--- src/rtl/dac_ctrl_pkg.sv ---
// dac_ctrl_pkg
//   Shared definitions for the SAR DAC sequencer: the FSM state type and
//   the default build constants (resolution, sample window, settle time).
package dac_ctrl_pkg;

  typedef enum logic [1:0] {
    IDLE   = 2'd0,
    SAMPLE = 2'd1,
    CONV   = 2'd2,
    DONE   = 2'd3
  } state_t;

  localparam int N_DEF          = 4;
  localparam int SAMPLE_CYC_DEF = 2;
  localparam int SETTLE_DEF     = 1;

endpackage

--- src/rtl/dac_sar_ctrl_dwell_timer.sv ---
// dwell_timer
//   Loadable down-counter with a zero flag.  It times both the track window
//   and the per-bit settle window of the SAR sequencer.
//   Ports:
//     clk, rst_n  clock, asynchronous active-low reset
//     load        load load_val this edge (takes priority over counting)
//     load_val    value to load
//     zero        high while the count is zero
module dwell_timer #(
  parameter int W = 2
) (
  input  logic         clk,
  input  logic         rst_n,
  input  logic         load,
  input  logic [W-1:0] load_val,
  output logic         zero
);

  logic [W-1:0] count;

  // Count down and park at zero until the next load.
  always_ff @(posedge clk or negedge rst_n) begin
    if (!rst_n) begin
      count <= '0;
    end else if (load) begin
      count <= load_val;
    end else if (count != '0) begin
      count <= count - W'(1);
    end
  end

  assign zero = (count == '0);

endmodule

--- src/rtl/dac_sar_ctrl.sv ---
// dac_sar_ctrl
//   Successive-approximation sequencer for the resistor-string DAC and
//   comparator.  On start it tracks the input for SAMPLE_CYC cycles, then
//   tries each DAC bit MSB-first, holding each trial code SETTLE+1 cycles
//   and deciding on the last edge of that window.  The N-bit result is
//   published together with a one-cycle done pulse.
//   Ports:
//     clk, rst_n  clock, asynchronous active-low reset
//     start       conversion request (looked at in IDLE/DONE only)
//     abort       synchronous cancel, returns to IDLE without done
//     comp        comparator, 1 = input >= current DAC output
//     sample      track/hold control, 1 = track
//     dac_code    DAC switch-select code (registered)
//     busy        high in SAMPLE and CONV
//     done        one-cycle pulse when result updates
//     result      last completed conversion
module dac_sar_ctrl
  import dac_ctrl_pkg::*;
#(
  parameter int N          = N_DEF,
  parameter int SAMPLE_CYC = SAMPLE_CYC_DEF,
  parameter int SETTLE     = SETTLE_DEF
) (
  input  logic         clk,
  input  logic         rst_n,
  input  logic         start,
  input  logic         abort,
  input  logic         comp,
  output logic         sample,
  output logic [N-1:0] dac_code,
  output logic         busy,
  output logic         done,
  output logic [N-1:0] result
);

  localparam int MAX_DWELL = (SAMPLE_CYC > SETTLE + 1) ? SAMPLE_CYC : SETTLE + 1;
  localparam int CW        = $clog2(MAX_DWELL) + 1;
  localparam int IW        = $clog2(N);

  localparam logic [CW-1:0] SAMPLE_LOAD = CW'(SAMPLE_CYC - 1);
  localparam logic [CW-1:0] SETTLE_LOAD = CW'(SETTLE);
  localparam logic [N-1:0]  MSB_TRIAL   = {1'b1, {(N-1){1'b0}}};
  localparam logic [IW-1:0] MSB_IDX     = IW'(N - 1);

  state_t        state;
  logic [IW-1:0] idx;
  logic [N-1:0]  trial;
  logic [N-1:0]  decided;
  logic [N-1:0]  next_trial;
  logic          tmr_load;
  logic [CW-1:0] tmr_val;
  logic          tmr_zero;

  dwell_timer #(.W(CW)) u_timer (
    .clk      (clk),
    .rst_n    (rst_n),
    .load     (tmr_load),
    .load_val (tmr_val),
    .zero     (tmr_zero)
  );

  // Timer reloads line up with the FSM transitions: the track window on a
  // start, and a fresh settle window on entry to CONV and after every
  // non-final bit decision.
  always_comb begin
    tmr_load = 1'b0;
    tmr_val  = SETTLE_LOAD;
    if (!abort) begin
      case (state)
        IDLE, DONE: begin
          if (start) begin
            tmr_load = 1'b1;
            tmr_val  = SAMPLE_LOAD;
          end
        end
        SAMPLE:  tmr_load = tmr_zero;
        CONV:    tmr_load = tmr_zero && (idx != '0);
        default: tmr_load = 1'b0;
      endcase
    end
  end

  // Trial register after the decision on the current bit: keep or clear
  // bit[idx] by the comparator, then arm the next lower bit.
  always_comb begin
    decided      = trial;
    decided[idx] = comp;
    next_trial   = decided;
    if (idx != '0) begin
      next_trial[idx - IW'(1)] = 1'b1;
    end
  end

  // Sequencer FSM.  All outputs are registered here so comp never reaches
  // an output combinationally.
  always_ff @(posedge clk or negedge rst_n) begin
    if (!rst_n) begin
      state    <= IDLE;
      idx      <= '0;
      trial    <= '0;
      sample   <= 1'b0;
      dac_code <= '0;
      busy     <= 1'b0;
      done     <= 1'b0;
      result   <= '0;
    end else if (abort) begin
      state    <= IDLE;
      sample   <= 1'b0;
      dac_code <= '0;
      busy     <= 1'b0;
      done     <= 1'b0;
    end else begin
      done <= 1'b0;
      case (state)
        IDLE, DONE: begin
          dac_code <= '0;
          if (start) begin
            state  <= SAMPLE;
            sample <= 1'b1;
            busy   <= 1'b1;
          end else begin
            state  <= IDLE;
            sample <= 1'b0;
            busy   <= 1'b0;
          end
        end
        SAMPLE: begin
          if (tmr_zero) begin
            state    <= CONV;
            sample   <= 1'b0;
            idx      <= MSB_IDX;
            trial    <= MSB_TRIAL;
            dac_code <= MSB_TRIAL;
          end
        end
        CONV: begin
          if (tmr_zero) begin
            if (idx != '0) begin
              idx      <= idx - IW'(1);
              trial    <= next_trial;
              dac_code <= next_trial;
            end else begin
              state    <= DONE;
              trial    <= decided;
              result   <= decided;
              dac_code <= decided;
              busy     <= 1'b0;
              done     <= 1'b1;
            end
          end
        end
        default: state <= IDLE;
      endcase
    end
  end

endmodule

--- config.mk ---
export PLATFORM = sky130hd
export DESIGN_NAME = dac_sar_ctrl
export DESIGN_NICKNAME = d
export VERILOG_FILES = /design/src/rtl/dac_ctrl_pkg.sv /design/src/rtl/dac_sar_ctrl_dwell_timer.sv /design/src/rtl/dac_sar_ctrl.sv
export SDC_FILE = /design/constraint.sdc
export NUM_CORES = 1
export LEC_CHECK = 0
export CAP_MARGIN = 0
export CORE_MARGIN = 10
export CORE_UTILIZATION = 50
export DETAILED_ROUTE_END_ITERATION = 12
export PLACE_DENSITY = 0.74
export SKIP_LAST_GASP = 1
export SLEW_MARGIN = 20
export SYNTH_ARGS = -nofsm -noshare
export SYNTH_HDL_FRONTEND = slang
export SYNTH_SLANG_ARGS = --single-unit
--- constraint.sdc ---
create_clock -name clk -period 3.6 [get_ports clk]
set_input_delay 0.72 -clock clk [delete_from_list [all_inputs] [get_ports clk]]
set_output_delay 0.72 -clock clk [all_outputs]
set_load 0.005 [all_outputs]
Word-level counts from Yosys, hierarchy flattened
Cells that the tools add are included.

word-level totals
  input port bits = 5
  output and inout bits = 11
  word-level logic and storage cells = 83
  register bits = 21

cells by class
  $lt $le $gt $ge = 4
  mux-type cells = 37
  add/subtract/negate cells = 2
  reductions and logical operators = 19
  bitwise logic cells = 3
  equality and inequality tests = 9

operator list
  operator             number
  $mux 2               9
  $mux 4               4
  $mux 1               14
  $pmux 4 s3           1
  $ne 3x3->1 const B   3
  $pmux 4 s2           1
  $reduce_and 4->1     2
  $reduce_bool 2->1    4
  $lt 2x3->1 const B   2
  $ne 2x2->1 const B   3
  $pmux 2 s3           1
  $reduce_and 3->1     2
  $reduce_bool 3->1    2
  $reduce_and 5->1     1
  $bwmux 4             1
  $demux 1 s2          2
  $eq 2x2->1 const B   2
  $ge 2x1->1 const B   2
  $logic_not 2->1      2
  $or 4x4->4           1
  $pmux 1 s2           2
  $pmux 2 s2           1
  $reduce_and 2->1     2
  $sub 2x1->2 const B  2
  other kinds (5)      8

Longest topological paths before layout
  depth in word-level cells = 10
  gate-level depth with buffers = 6
  depth with buffers taken out = 5

Hierarchy
Synthesis repeated with hierarchy kept, for this count alone.

unflattened totals
  cell total of the unflattened synthesis = 114
  area total of the unflattened synthesis = 1207.4 um^2

modules (own cells, without submodules)
  module        area an instance (um^2)  times used  cells each  seq. area each (um^2)
  dac_sar_ctrl  1093.5                   1           102         475.5
  dwell_timer   113.9                    1           12          50.0

Worst setup path before layout
Ideal clock, no wire load.

  path kind = register to register
  start = register idx[0]
  end = register state[0]
  stages on the path, launching flop included = 7
  data required time = 3.472 ns
  setup slack = 1.942 ns
  data arrival time = 1.530 ns
  clock period less this slack = 1.658 ns
  path through = dfrtp_1 > inv_1 > ha_1 > buf_4 > a21bo_1 > a21oi_2 > mux2_1

between the ends
  longest elaborated chain between the ends = 3

ends and longest elaborated chain
  element                     line                 source
  start, declared             dac_sar_ctrl.sv:46   logic [IW-1:0] idx;
  start signal, assigned      dac_sar_ctrl.sv:139  idx <= idx - IW'(1);
  $reduce_bool 2->1           dac_sar_ctrl.sv:138  if (idx != '0) begin
  $ne 3x3->1 (no line)        n/a
  $reduce_and 3->1 (no line)  n/a
  end signal, assigned        dac_sar_ctrl.sv:129  state <= CONV;
  end signal, assigned        dac_sar_ctrl.sv:143  state <= DONE;
  end signal, assigned        dac_sar_ctrl.sv:152  default: state <= IDLE;
  end, declared               dac_sar_ctrl.sv:45   state_t state;

Every way passes these cells.
A chain may end at the register's enable or synchronous reset.

Worst setup path in the final report
  start = register busy
  end = output busy

RTL lines
  element                 line                 source
  start, declared         dac_sar_ctrl.sv:31   output logic busy,
  start signal, assigned  dac_sar_ctrl.sv:103  busy <= 1'b0;
  start signal, assigned  dac_sar_ctrl.sv:110  busy <= 1'b0;
  start signal, assigned  dac_sar_ctrl.sv:120  busy <= 1'b1;

No word-level cell between the ends.

==> metrics <==
Clock Tree Root=clkbuf_4; hold crit path type=register to register; chip width=around 70 µm; Non-Filler Instances=153; fin crit share=0.536; I/O pin total=16; P_leak=a little under 0.0007 µW; post-synthesis mux area share=0.0709; crit path DAT=~1.2 ns; critical path's slowest cell=clkdlybuf4s50_1; CTS tree=done; worst slew pin tran=between 0.9 and 1 ns; XOR/XNOR Fraction of Synth Area=0; FMAX=around 520 MHz; GPL Wtd Cong=0.822; post-cts resize count=0; postcts setup bufs=0; Top FF cell, synth=dfrtp_1; WL/cell=around 15 µm; Pre-antenna DRT Iters=4; startpoint types=register; Routed WL=about 2.3 mm; Slew Limit Fails=0; critical path required time=between 2 and 3 ns; first-pass GRT wire length=~4 mm; Layout Nets=between 100 and 150; dpl hpwl=roughly 1.7 mm; gr ovfl total=0; Initial Util=0.529; number of buffers and inverters on the critical path=1; max cap viols=0; ratio of cells with drive above 1 in the final layout=0.0720; placed cell count=between 100 and 150; number of DRC markers in iteration 0=24; Synth cell types=38; CTS H-tree lvls=1; largest net degree at the start of global routing=22; slew margin rel.=0.379; endpoints failing setup=0; Synth Area in Adders=0.0741; GRT Util Overall=0.110; Fin Setup TNS=0 ns; Worst-path clk slew=around 0.12 ns; power density over cell area=just under 700 nW/µm²; Mean Syn Cell Area=10.7 µm²; status=completed; Clock Latency Late Sink=around 0.31 ns; Ant. Diodes=0; Crit. End Element=output pin; via count=just over 800; worst-case clock buffer depth=2; Core Region=roughly 2200 µm²; Final min period=about 1.9 ns; Die ar.=~4700 µm²; post-synthesis sequential area ratio=0.444; critical setup path kind=register to output pin; DRC=0; vias in the first global route=~860; Yosys reg bits=21; Die Ht=68.6 µm; critical path's largest stage delay=~0.52 ns; CP delay by family, top=buffers and inverters; final hold viol count=0; unrepaired setup endpoints after global routing=no; Post-Syn Area=~1200 µm²; Peak VDD IR=roughly 0.45 mV; cts hold-fix bufs=0; Post-synth EDFFs=0; R2R cell count=5; number of I/O port buffers=15; ys async rst share=1.00; vias per inst=~5.4; largest family of logic cells by synthesized area=compound AO/OA/AOI/OAI gates; critical path, cell by cell=clkdlybuf4s50_1; Ys Warns=0; CTS buffer count=3; post-synthesis net count=between 100 and 150; antenna violations before repair=0; Area Growth Syn to Fin=14.9%; Crit path depth=1; Synth Area in Compound Gates=0.174; cell count after synthesis=111; WHS Path Cells=1; ANT nets after route=0; row count=17; largest fanout on the critical path=3; Clock Skews=approximately 0.0011 ns; Clock Sink Count=21; post-synthesis simple-gate area fraction=0.165
-- cells in the mapped netlist, drive strengths merged, types with 2 or more instances --
cell type  instances  share of area
nand2b             4          0.021
o21ai              5          0.021
mux2i              5          0.042
inv               13          0.041
o22a               2          0.015
nand3b             2          0.013
nor2b              4          0.021
a21oi              4          0.020
a21o               4          0.025
buf                5          0.031
dfrtp             21           0.44
nor3               4          0.021
mux2               3          0.029
a32o               2          0.017
ha                 7          0.074
a22oi              2          0.013
nand2              5          0.016
nor2               3         0.0095
and3               2          0.011
-- sequential cells by signal (all words and copies together) (netlist names) --
register / cells
u_timer.count: 2
idx: 2
trial: 4
sample: 1
state: 2
dac_code: 4
done: 1
result: 4
busy: 1
-- through the flow --
| stage | cell area [µm²] | total power [µW] | utilization | hold slack, ns | worst slack, ns |
|---|---|---|---|---|---|
| 2_1_floorplan | 1180 | 693 | - | 0.424 | 1.94 |
| 3_3_place_gp | 1330 | 804 | 0.596 | 0.461 | 1.46 |
| 5_1_grt | 1360 | 1010 | 0.608 | 0.520 | 1.60 |
| 4_1_cts | 1360 | 934 | 0.608 | 0.496 | 1.65 |
| 3_5_place_dp | 1330 | 814 | 0.596 | 0.468 | 1.43 |
| 6_report | 1360 | 926 | 0.608 | 0.494 | 1.67 |
-- final timing paths --
check                       startpoint          endpoint  slack [ns]
max                               busy              busy        1.67
min                        dac_code[0]       dac_code[0]        0.49
max reg2reg                     idx[0]          state[0]        1.73
min reg2reg                dac_code[0]       dac_code[0]        0.49
max in group asynchronous        rst_n  u_timer.count[0]        2.12
min in group asynchronous        rst_n          state[0]        0.92
-- power breakdown --
group / total [µW] / internal (µW) / switching, µW
Clock: 117 / 41.5 / 75.2
Combinational: 459 / 220 / 240
Sequential: 350 / 298 / 51.7
-- cells in the final DEF, fill, tap and decap left out, types with 2 or more instances in the layout --
| master | instances |
|---|---|
| nor2b_1 | 4 |
| mux2i_1 | 5 |
| a22oi_1 | 2 |
| and3_1 | 2 |
| o22a_1 | 2 |
| a32o_1 | 2 |
| nor2_1 | 3 |
| nand2b_1 | 4 |
| a21o_1 | 4 |
| ha_1 | 7 |
| nand2_1 | 5 |
| inv_2 | 2 |
| mux2_1 | 3 |
| a21oi_1 | 3 |
| dfrtp_1 | 21 |
| clkbuf_4 | 3 |
| nand3b_1 | 2 |
| inv_1 | 11 |
| nor3_1 | 3 |
| clkdlybuf4s50_1 | 15 |
| o21ai_1 | 5 |
-- layer usage --
layer	routed length, µm	GRT usage	up-vias
met1	1060	0.150	383
met3	146	0.0274	4
met2	1010	0.162	19
met4	38	0.0452	0
met5	0	0	-
li1	-	-	419
-- cell families (layout without fill, tap and decap cells) --
group,after synthesis,in the layout
flip-flops,21,21
AND/OR/NAND/NOR,29,29
AO/OA/AOI/OAI,28,28
adder cells (fa/ha/maj),7,7
multiplexers,8,8
buffers and inverters,18,32
-- layout make-up --
type	count	area, µm²
clock buffer	3	22.5
clock inverter	1	5.00
fill	199	875
inverter	13	48.8
multi-input combinational	72	572
sequential	21	526
tap	28	35.0
timing repair buffer	15	150
(Power assumes the default switching activity.)
